### src/rtl/logic_unit_pipe_if.sv
// ---------------------------------------------------------------------------
// logic_unit_pipe_if
// Bundles the operation request, result and status signals of
// logic_unit_pipe. clk and rst_n are not part of the bundle.
//
//   in_valid/in_ready   request handshake (upstream -> block)
//   a, b, op            operands and function select
//   acc_en, acc_clr     accumulator controls
//   out_valid/out_ready result handshake (block -> downstream)
//   y, zero, parity     registered result and flags
//   op_count            saturating count of result handshakes
//
// Modports:
//   master : the side that issues operations and consumes results
//   slave  : the logic unit itself
// ---------------------------------------------------------------------------
interface logic_unit_pipe_if #(
    parameter int WIDTH = 8,
    parameter int CNT_W = 16
) ();
    logic             in_valid;
    logic             in_ready;
    logic [WIDTH-1:0] a;
    logic [WIDTH-1:0] b;
    logic [2:0]       op;
    logic             acc_en;
    logic             acc_clr;
    logic             out_valid;
    logic             out_ready;
    logic [WIDTH-1:0] y;
    logic             zero;
    logic             parity;
    logic [CNT_W-1:0] op_count;

    modport master (
        output in_valid, a, b, op, acc_en, acc_clr, out_ready,
        input  in_ready, out_valid, y, zero, parity, op_count
    );

    modport slave (
        input  in_valid, a, b, op, acc_en, acc_clr, out_ready,
        output in_ready, out_valid, y, zero, parity, op_count
    );
endinterface

### src/rtl/logic_unit_pipe.sv
// ---------------------------------------------------------------------------
// logic_unit_pipe
// Registered WIDTH-bit bitwise logic unit with one result stage, zero and
// parity flags, an internal accumulator for chained reductions and a
// saturating count of delivered results.
//
// Ports:
//   clk    : rising-edge clock
//   rst_n  : synchronous active-low reset
//   bus    : logic_unit_pipe_if.slave (operation request, result, flags,
//            op_count)
//
// Handshake: a word moves across an interface on a rising edge where both
// valid and ready are 1. Once out_valid is raised, y/zero/parity stay
// stable until the result is taken. in_ready depends only on the output
// register state and out_ready, never on in_valid.
//
// Opcodes: 000 A&B, 001 A|B, 010 A^B, 011 ~(A&B),
//          100 ~(A|B), 101 ~(A^B), 110 ~A, 111 B
// ---------------------------------------------------------------------------
module logic_unit_pipe #(
    parameter int WIDTH = 8,
    parameter int CNT_W = 16
) (
    input  logic              clk,
    input  logic              rst_n,
    logic_unit_pipe_if.slave  bus
);

    logic             r_out_valid;
    logic [WIDTH-1:0] r_y;
    logic             r_zero;
    logic             r_parity;
    logic [WIDTH-1:0] r_acc;
    logic [CNT_W-1:0] r_count;

    logic             w_in_ready;
    logic             w_in_xfer;
    logic             w_out_xfer;
    logic [WIDTH-1:0] w_acc_eff;
    logic [WIDTH-1:0] w_opa;
    logic [WIDTH-1:0] w_result;

    // The single result register can take a new word when empty or when
    // its current word leaves on this same edge.
    assign w_in_ready = ~r_out_valid | bus.out_ready;
    assign w_in_xfer  = bus.in_valid & w_in_ready;
    assign w_out_xfer = r_out_valid & bus.out_ready;

    // A clear arriving with an accumulate operation is applied first, so
    // the operation sees an accumulator of zero.
    assign w_acc_eff = bus.acc_clr ? '0 : r_acc;
    assign w_opa     = bus.acc_en ? w_acc_eff : bus.a;

    always_comb begin
        w_result = '0;
        case (bus.op)
            3'b000:  w_result = w_opa & bus.b;
            3'b001:  w_result = w_opa | bus.b;
            3'b010:  w_result = w_opa ^ bus.b;
            3'b011:  w_result = ~(w_opa & bus.b);
            3'b100:  w_result = ~(w_opa | bus.b);
            3'b101:  w_result = ~(w_opa ^ bus.b);
            3'b110:  w_result = ~w_opa;
            default: w_result = bus.b;
        endcase
    end

    always_ff @(posedge clk) begin
        if (!rst_n) begin
            r_out_valid <= 1'b0;
            r_y         <= '0;
            r_zero      <= 1'b0;
            r_parity    <= 1'b0;
            r_acc       <= '0;
            r_count     <= '0;
        end else begin
            if (w_in_xfer) begin
                r_out_valid <= 1'b1;
                r_y         <= w_result;
                r_zero      <= (w_result == '0);
                r_parity    <= ^w_result;
            end else if (w_out_xfer) begin
                r_out_valid <= 1'b0;
            end

            if (w_in_xfer && bus.acc_en) begin
                r_acc <= w_result;
            end else if (bus.acc_clr) begin
                r_acc <= '0;
            end

            // Saturate at all-ones rather than wrapping.
            if (w_out_xfer && (r_count != {CNT_W{1'b1}})) begin
                r_count <= r_count + CNT_W'(1);
            end
        end
    end

    assign bus.in_ready  = w_in_ready;
    assign bus.out_valid = r_out_valid;
    assign bus.y         = r_y;
    assign bus.zero      = r_zero;
    assign bus.parity    = r_parity;
    assign bus.op_count  = r_count;

endmodule

### src/flat_wrapper.sv
// flat-port wrapper written by rule: the top's interface ports become plain ports
module logic_unit_pipe_flat 
#(
    parameter int WIDTH = 8,
    parameter int CNT_W = 16
)
  (clk, rst_n, bus_in_valid, bus_a, bus_b, bus_op, bus_acc_en, bus_acc_clr, bus_out_ready, bus_in_ready, bus_out_valid, bus_y, bus_zero, bus_parity, bus_op_count);
  logic_unit_pipe_if #(.WIDTH(WIDTH), .CNT_W(CNT_W)) bus_i ();
  input  logic clk;
  input  logic rst_n;
  input wire logic [$bits(bus_i.in_valid)-1:0] bus_in_valid;
  input wire logic [$bits(bus_i.a)-1:0] bus_a;
  input wire logic [$bits(bus_i.b)-1:0] bus_b;
  input wire logic [$bits(bus_i.op)-1:0] bus_op;
  input wire logic [$bits(bus_i.acc_en)-1:0] bus_acc_en;
  input wire logic [$bits(bus_i.acc_clr)-1:0] bus_acc_clr;
  input wire logic [$bits(bus_i.out_ready)-1:0] bus_out_ready;
  output wire logic [$bits(bus_i.in_ready)-1:0] bus_in_ready;
  output wire logic [$bits(bus_i.out_valid)-1:0] bus_out_valid;
  output wire logic [$bits(bus_i.y)-1:0] bus_y;
  output wire logic [$bits(bus_i.zero)-1:0] bus_zero;
  output wire logic [$bits(bus_i.parity)-1:0] bus_parity;
  output wire logic [$bits(bus_i.op_count)-1:0] bus_op_count;
  assign bus_i.in_valid = bus_in_valid;
  assign bus_i.a = bus_a;
  assign bus_i.b = bus_b;
  assign bus_i.op = bus_op;
  assign bus_i.acc_en = bus_acc_en;
  assign bus_i.acc_clr = bus_acc_clr;
  assign bus_i.out_ready = bus_out_ready;
  assign bus_in_ready = bus_i.in_ready;
  assign bus_out_valid = bus_i.out_valid;
  assign bus_y = bus_i.y;
  assign bus_zero = bus_i.zero;
  assign bus_parity = bus_i.parity;
  assign bus_op_count = bus_i.op_count;
  logic_unit_pipe #(.WIDTH(WIDTH), .CNT_W(CNT_W)) u_core (.clk(clk), .rst_n(rst_n), .bus(bus_i));
endmodule
### config.mk
export PLATFORM = sky130hd
export DESIGN_NAME = logic_unit_pipe_flat
export DESIGN_NICKNAME = d
export VERILOG_FILES = /design/src/rtl/logic_unit_pipe_if.sv /design/src/rtl/logic_unit_pipe.sv /design/src/flat_wrapper.sv
export SDC_FILE = /design/constraint.sdc
export NUM_CORES = 1
export LEC_CHECK = 0
export ABC_AREA = 0
export CAP_MARGIN = 20
export CORE_MARGIN = 4
export CORE_UTILIZATION = 37
export DETAILED_ROUTE_END_ITERATION = 7
export GPL_TIMING_DRIVEN = 0
export PLACE_DENSITY = 0.67
export SYNTH_ARGS = -nofsm -noshare
export SYNTH_HDL_FRONTEND = slang
export SYNTH_SLANG_ARGS = --single-unit
### constraint.sdc
create_clock -name clk -period 4.4 [get_ports clk]
set_input_delay 0.88 -clock clk [delete_from_list [all_inputs] [get_ports clk]]
set_output_delay 0.88 -clock clk [all_outputs]
set_load 0.05 [all_outputs]
==> After elaboration in Yosys (flattened, before gate mapping) <==
Cells that the tools add are included.
{ "classes": {"addsub": 1, "n_bitwise": 11, "n_reduce_logical": 6, "eq_ne": 7, "muxes": 6} }
{ "ops": {"columns": ["cell", "n"], "rows": [
  ["8-bit one-hot mux with 7 select lines", 1],
  ["8-bit inverter", 4],
  ["8-bit 2-to-1 mux", 3],
  ["16-bit by 1-bit adder with 16-bit output (second input constant)", 1],
  ["16-bit inequality test (second input constant)", 1],
  ["3-bit equality test (second input constant)", 3],
  ["8-bit AND", 1],
  ["8-bit zero test", 1],
  ["8-bit bitwise OR", 1],
  ["8-bit parity", 1],
  ["8-bit bitwise XOR", 1],
  ["3-bit by 2-bit equality test with 1-bit output (second input constant)", 2],
  ["3-bit by 1-bit equality test with 1-bit output (second input constant)", 1],
  ["3-bit zero test", 1],
  ["1-bit AND", 2],
  ["1-bit logical AND", 2],
  ["1-bit 2-to-1 mux", 2],
  ["2-bit nonzero test", 1],
  ["1-bit inverter", 1],
  ["1-bit bitwise OR", 1]
]} }
{ "totals": {"word_cells": 37, "output_inout_bits": 28, "ff_bits": 35, "input_bits": 25} }

==> Depth between registers and ports, before layout <==
{ "logic_depth": {"depth_word": 6, "mapped_depth": 13, "mapped_depth_nobuf": 12} }

==> Least setup slack after synthesis <==
OpenSTA, ideal clock, no wires.
{ "synth_timing": {"kind": "input to register", "from": "input bus_acc_en", "to": "register u_core.r_parity (netlist: u_core.bus.parity)", "stages": 13, "t_arrival_ns": 3.084, "setup_time_ns": 0.086, "path_slack_ns": 1.231, "path_cell_list": "buf_2 -> buf_2 -> nand3b_1 -> nand2_1 -> ha_1 -> nor2b_1 -> a2111oi_0 -> a311oi_1 -> or2_1 -> ha_1 -> xnor2_1 -> xnor2_1 -> a211oi_1"} }
{ "synth_between": {"elab_chain_len": 5, "elab_cells_between_ends": 10} }
{ "synth_rtl": {"columns": ["element", "line_no", "text"], "rows": [
  ["from (decl)", "flat_wrapper.sv:15", "input wire logic [$bits(bus_i.acc_en)-1:0] bus_acc_en;"],
  ["8-bit 2-to-1 mux *", "logic_unit_pipe.sv:53", "assign w_opa = bus.acc_en ? w_acc_eff : bus.a;"],
  ["8-bit bitwise XOR (tied with other cells)", "logic_unit_pipe.sv:60, logic_unit_pipe.sv:63", null],
  ["8-bit inverter, on equally long branches", "logic_unit_pipe.sv:63, logic_unit_pipe.sv:61, logic_unit_pipe.sv:62", null],
  ["8-bit one-hot mux with 7 select lines *", "logic_unit_pipe.sv:57", "case (bus.op)"],
  ["8-bit parity *", "logic_unit_pipe.sv:82", "r_parity <= ^w_result;"],
  ["to (signal assigned)", "logic_unit_pipe.sv:82", null],
  ["to (decl)", "logic_unit_pipe.sv:33", "logic r_parity;"]
]} }
Every way passes the cells marked *; elsewhere a longest branch is shown, timed or not.
A chain may end at the register's enable or synchronous reset.

==> Worst setup path in the final report <==
{ "layout_timing": {"from": "input bus_acc_clr", "to": "register u_core.r_parity (netlist: u_core.bus.parity)"} }
{ "layout_between": {"elab_chain_len": 6, "elab_cells_between_ends": 11} }
{ "layout_rtl": {"columns": ["element", "line_no", "text"], "rows": [
  ["from (decl)", "flat_wrapper.sv:16", "input wire logic [$bits(bus_i.acc_clr)-1:0] bus_acc_clr;"],
  ["8-bit 2-to-1 mux *", null, null],
  ["8-bit 2-to-1 mux *", "logic_unit_pipe.sv:53", null],
  ["8-bit bitwise XOR (tied with other cells)", "logic_unit_pipe.sv:60, logic_unit_pipe.sv:63", null],
  ["8-bit inverter, on equally long branches", "logic_unit_pipe.sv:63, logic_unit_pipe.sv:61, logic_unit_pipe.sv:62", null],
  ["8-bit one-hot mux with 7 select lines *", "logic_unit_pipe.sv:57", null],
  ["8-bit parity *", "logic_unit_pipe.sv:82", null]
]} }
Marked as above.

==> qor.csv <==
stage,metric,value,unit
sta,Worst Skew,0.0109,ns
grt,global-route wire length before repair,13100,microns
setup_path,critical path arrival,4.13,ns
setup_path,Reg2Reg Launch Point,u_core.r_acc[7],
placement,final weighted congestion in routability-driven placement,0.863,
cells_and_area,most frequent cells in the layout,"sky130_fd_sc_hd__clkdlybuf4s50_1, sky130_fd_sc_hd__dfxtp_1, sky130_fd_sc_hd__nand2_1, sky130_fd_sc_hd__nor2b_1, sky130_fd_sc_hd__o31ai_1",
cts,number of buffers inserted during clock tree synthesis,5,
cts,hold buffers post-CTS,0,
sta,max_slew headroom,55.2,%
power_and_ir_drop,leakage dissipation,1.28,nW
grt,pin count of the biggest net entering global routing,12,
logic_synthesis,number of distinct library cell variants in the gate-level netlist after synthesis,55,
status,run status,"finished, final reports clean",
cells_and_area,number of nets in the layout,448,
logic_synthesis,"FFs w/ async S/R, synth",0,%
drt,WL per Instance,15.7,microns
setup_path,worst path cell trace,clkdlybuf4s50_1 -> clkbuf_1 -> nand3b_1 -> nand2_1 -> ha_1 -> nor3b_1 -> o21a_1 -> a311oi_1 -> or2_1 -> ha_1 -> xnor2_1 -> xnor2_1 -> a211oi_1,
logic_synthesis,number of synthesized flops with an enable pin,0,
floorplan,effective utilization at floorplan,38.6,%
floorplan,Die Span Y,95.7,microns
logic_synthesis,"Avg Cell Area, Syn",8.07,sq um
cts,post-cts repair resize count,0,
logic_synthesis,flip-flop and latch count after synthesis,35,
setup_path,critical path type,in2reg,
setup_path,critical path required time,4.61,ns
placement,count of buffers inserted at the top-level ports,49,
sta,total of endpoints with negative setup slack in the final report,0,
placement,placed wire-length estimate,6180,microns
sta,worst-margin pin slew,0.668,ns
drt,Post-DRT Antenna Nets,0,
sta,setup repair after global routing missed its margin,false,
floorplan,Top Ports,53,
drt,average vias per placed instance,5.67,
setup_path,number of cells on the worst reg-to-reg path,11,
grt,via count of the first global-routing pass,2679,
grt,GRT overflow,0,
logic_synthesis,summed instance area of the synthesized netlist,0.00285,sq mm
cells_and_area,post-layout instance count excluding filler cells,509,
floorplan,Placement Rows,31,
cells_and_area,layout cells sized above 1,7.32,%
cts,"Clk Latency, worst-skew pair",0.29,ns
cts,clock tree from TritonCTS,yes,
cts,number of clock sinks,35,
drt,Remaining DRCs,0,
setup_path,internal reg-to-reg setup slack,1.66,ns
floorplan,Die X,95.7,microns
drt,Total Routed Length,8010,microns
power_and_ir_drop,worst vdd ir,116,uV
setup_path,worst reg2reg endpoint,u_core.bus.parity,
sta,Final period util,89.1,%
drt,total vias in the final route,2884,
cells_and_area,relative area change from synthesis to final layout,25.7,%
cts,maximum root-to-sink buffer count,2,
floorplan,Die Footprint,0.00916,sq mm
setup_path,worst setup path endpoint,u_core.bus.parity,
sta,Highest Clock Rate,255,MHz
job,Max Cap Viol,0,
setup_path,worst-path cell with the longest stage delay,sky130_fd_sc_hd__a311oi_1,
drt,detailed-routing iteration count for the pre-antenna-repair pass,4,
setup_path,max incr delay on CP,0.57,ns
placement,post-placement cell count,501,
sta,Final Hold Fails,0,
cts,Clock Root Buffer,sky130_fd_sc_hd__clkbuf_8,
power_and_ir_drop,Power per Cell Area,259,mW/mm^2
setup_path,startpoint types,input pin,
setup_path,critical path startpoint,bus_acc_clr,
cts,# Post-CTS Setup Buffers,0,
logic_synthesis,"Primary FF master, synth",sky130_fd_sc_hd__dfxtp_1,
cts,"Reg clk slew, reported paths",0.08,ns
sta,accumulated negative setup slack,0,ns
drt,number of DRC markers in iteration 0,148,
logic_synthesis,cells after synthesis,353,
setup_path,category of the worst setup path capture point,flop,
grt,Tot GR Track Use,17.9,%
setup_path,maximum fanout count along the critical path,10,
logic_synthesis,"Seq/Total Area, Yosys",24.6,%
min_path,Hold Path Class,reg2reg,
cells_and_area,most common library cell in the layout ignoring fill and taps,sky130_fd_sc_hd__clkdlybuf4s50_1,
sta,final critical path time including I/O delays and setup,3.92,ns
logic_synthesis,Post-Synthesis Net Count,392,
logic_synthesis,Synth warnings,0,
floorplan,placeable core area,0.00737,sq mm
cells_and_area,total inserted antenna cells,0,
grt,number of antenna violations at the first check in global routing,0,
cts,htree depth,2,
sta,Final Max Slew Viols,0,
area by class of cell:
type                    instances  area (sq um)
well taps                      99           124
clock inverters                 2          35.0
repair buffers                 49           490
fillers                       723          3790
inverters                       9          33.8
multi-input cells             285          2000
clock buffers                   6          82.6
plain buffers                  24           114
flip-flops and latches         35           701
worst min path at each step:
stage / from / end / slack, ns / cells after the start
6_report: u_core.bus.y[0] / u_core.bus.y[0] / 0.47 / 2
5_1_grt: u_core.bus.y[3] / u_core.bus.y[3] / 0.50 / 2
4_1_cts: u_core.bus.zero / u_core.bus.zero / 0.47 / 2
3_5_place_dp: u_core.bus.zero / u_core.bus.zero / 0.46 / 2
3_3_place_gp: u_core.bus.zero / u_core.bus.zero / 0.46 / 2
2_1_floorplan: u_core.r_acc[2] / u_core.r_acc[2] / 0.47 / 2
per-layer routing:
| metal | track usage [%] | vias up | wire length [microns] |
|---|---|---|---|
| met3 | 2.50 | 10 | 549 |
| met4 | 5.57 | 0 | 122 |
| met1 | 23.9 | 1323 | 3680 |
| met2 | 29.6 | 105 | 3660 |
| li1 | - | 1446 | - |
| met5 | 0 | - | 0 |
state kept, by name (all words and copies together), names as in the netlist:
name and cells:
u_core.bus.out_valid 1, u_core.bus.parity 1, u_core.bus.y 8, u_core.r_acc 8, u_core.bus.zero 1, u_core.bus.op_count 16
critical path, delay by kind of cell:
family,cells,cell delay [ns]
compound gates,3,0.99
xor+xnor,2,0.31
fa+ha+maj,2,0.53
buf+inv,2,0.84
simple gates,4,0.58
power by group:
group | switching [mW] | total, mW | internal [mW] | leakage, nW
Combinational | 0.164 | 0.284 | 0.120 | 0.933
Clock | 0.119 | 0.303 | 0.183 | 0.0612
Sequential | 0.00856 | 0.340 | 0.331 | 0.285
kinds of logic after synthesis:
| group | Yosys count | synth area share [%] |
|---|---|---|
| adder cells (fa/ha/maj) | 14 | 6.15 |
| flip-flops | 35 | 24.6 |
| AND/OR/NAND/NOR | 166 | 34.4 |
| multiplexers | 11 | 4.04 |
| AO/OA/AOI/OAI | 91 | 24.7 |
| XOR/XNOR | 3 | 0.923 |
| buffers and inverters | 33 | 5.18 |
cells in the mapped netlist (all sizes together) (2+ instances only):
master	count	area share [%]
nor4	2	0.66
a311oi	7	2.2
and4	5	1.7
clkbuf	12	1.6
nand3b	7	1.8
nor2b	28	6.2
a211oi	6	1.9
nand3	22	3.9
a21o	8	2.1
nor2	15	2.0
o31ai	24	6.3
o2bb2ai	2	0.62
nand2	28	3.7
inv	8	1.1
xnor2	3	0.92
nand2b	17	3.7
dfxtp	35	25
nand4	4	1.4
or2	8	1.8
o41ai	2	0.62
o21a	7	1.8
a2111oi	7	2.2
a21oi	11	1.9
nor3b	7	1.8
buf	12	2.4
mux2i	10	3.6
o311ai	2	0.62
o32ai	6	1.8
and2	10	2.2
nand4b	6	1.8
ha	14	6.2
or4	4	1.1
metrics by stage:
step | utilization, % | worst slack [ns] | instance area [sq um] | hold slack, ns | power [mW]
3_5_place_dp | 47.0 | 0.260 | 3460 | 0.462 | 0.630
4_1_cts | 48.6 | 0.559 | 3580 | 0.473 | 0.932
6_report | 48.6 | 0.480 | 3580 | 0.473 | 0.927
5_1_grt | 48.6 | 0.156 | 3580 | 0.505 | 0.979
3_3_place_gp | 47.0 | 0.299 | 3460 | 0.458 | 0.625
2_1_floorplan | - | 1.23 | 2850 | 0.469 | 0.541
Power figures use the tool's default switching activity.
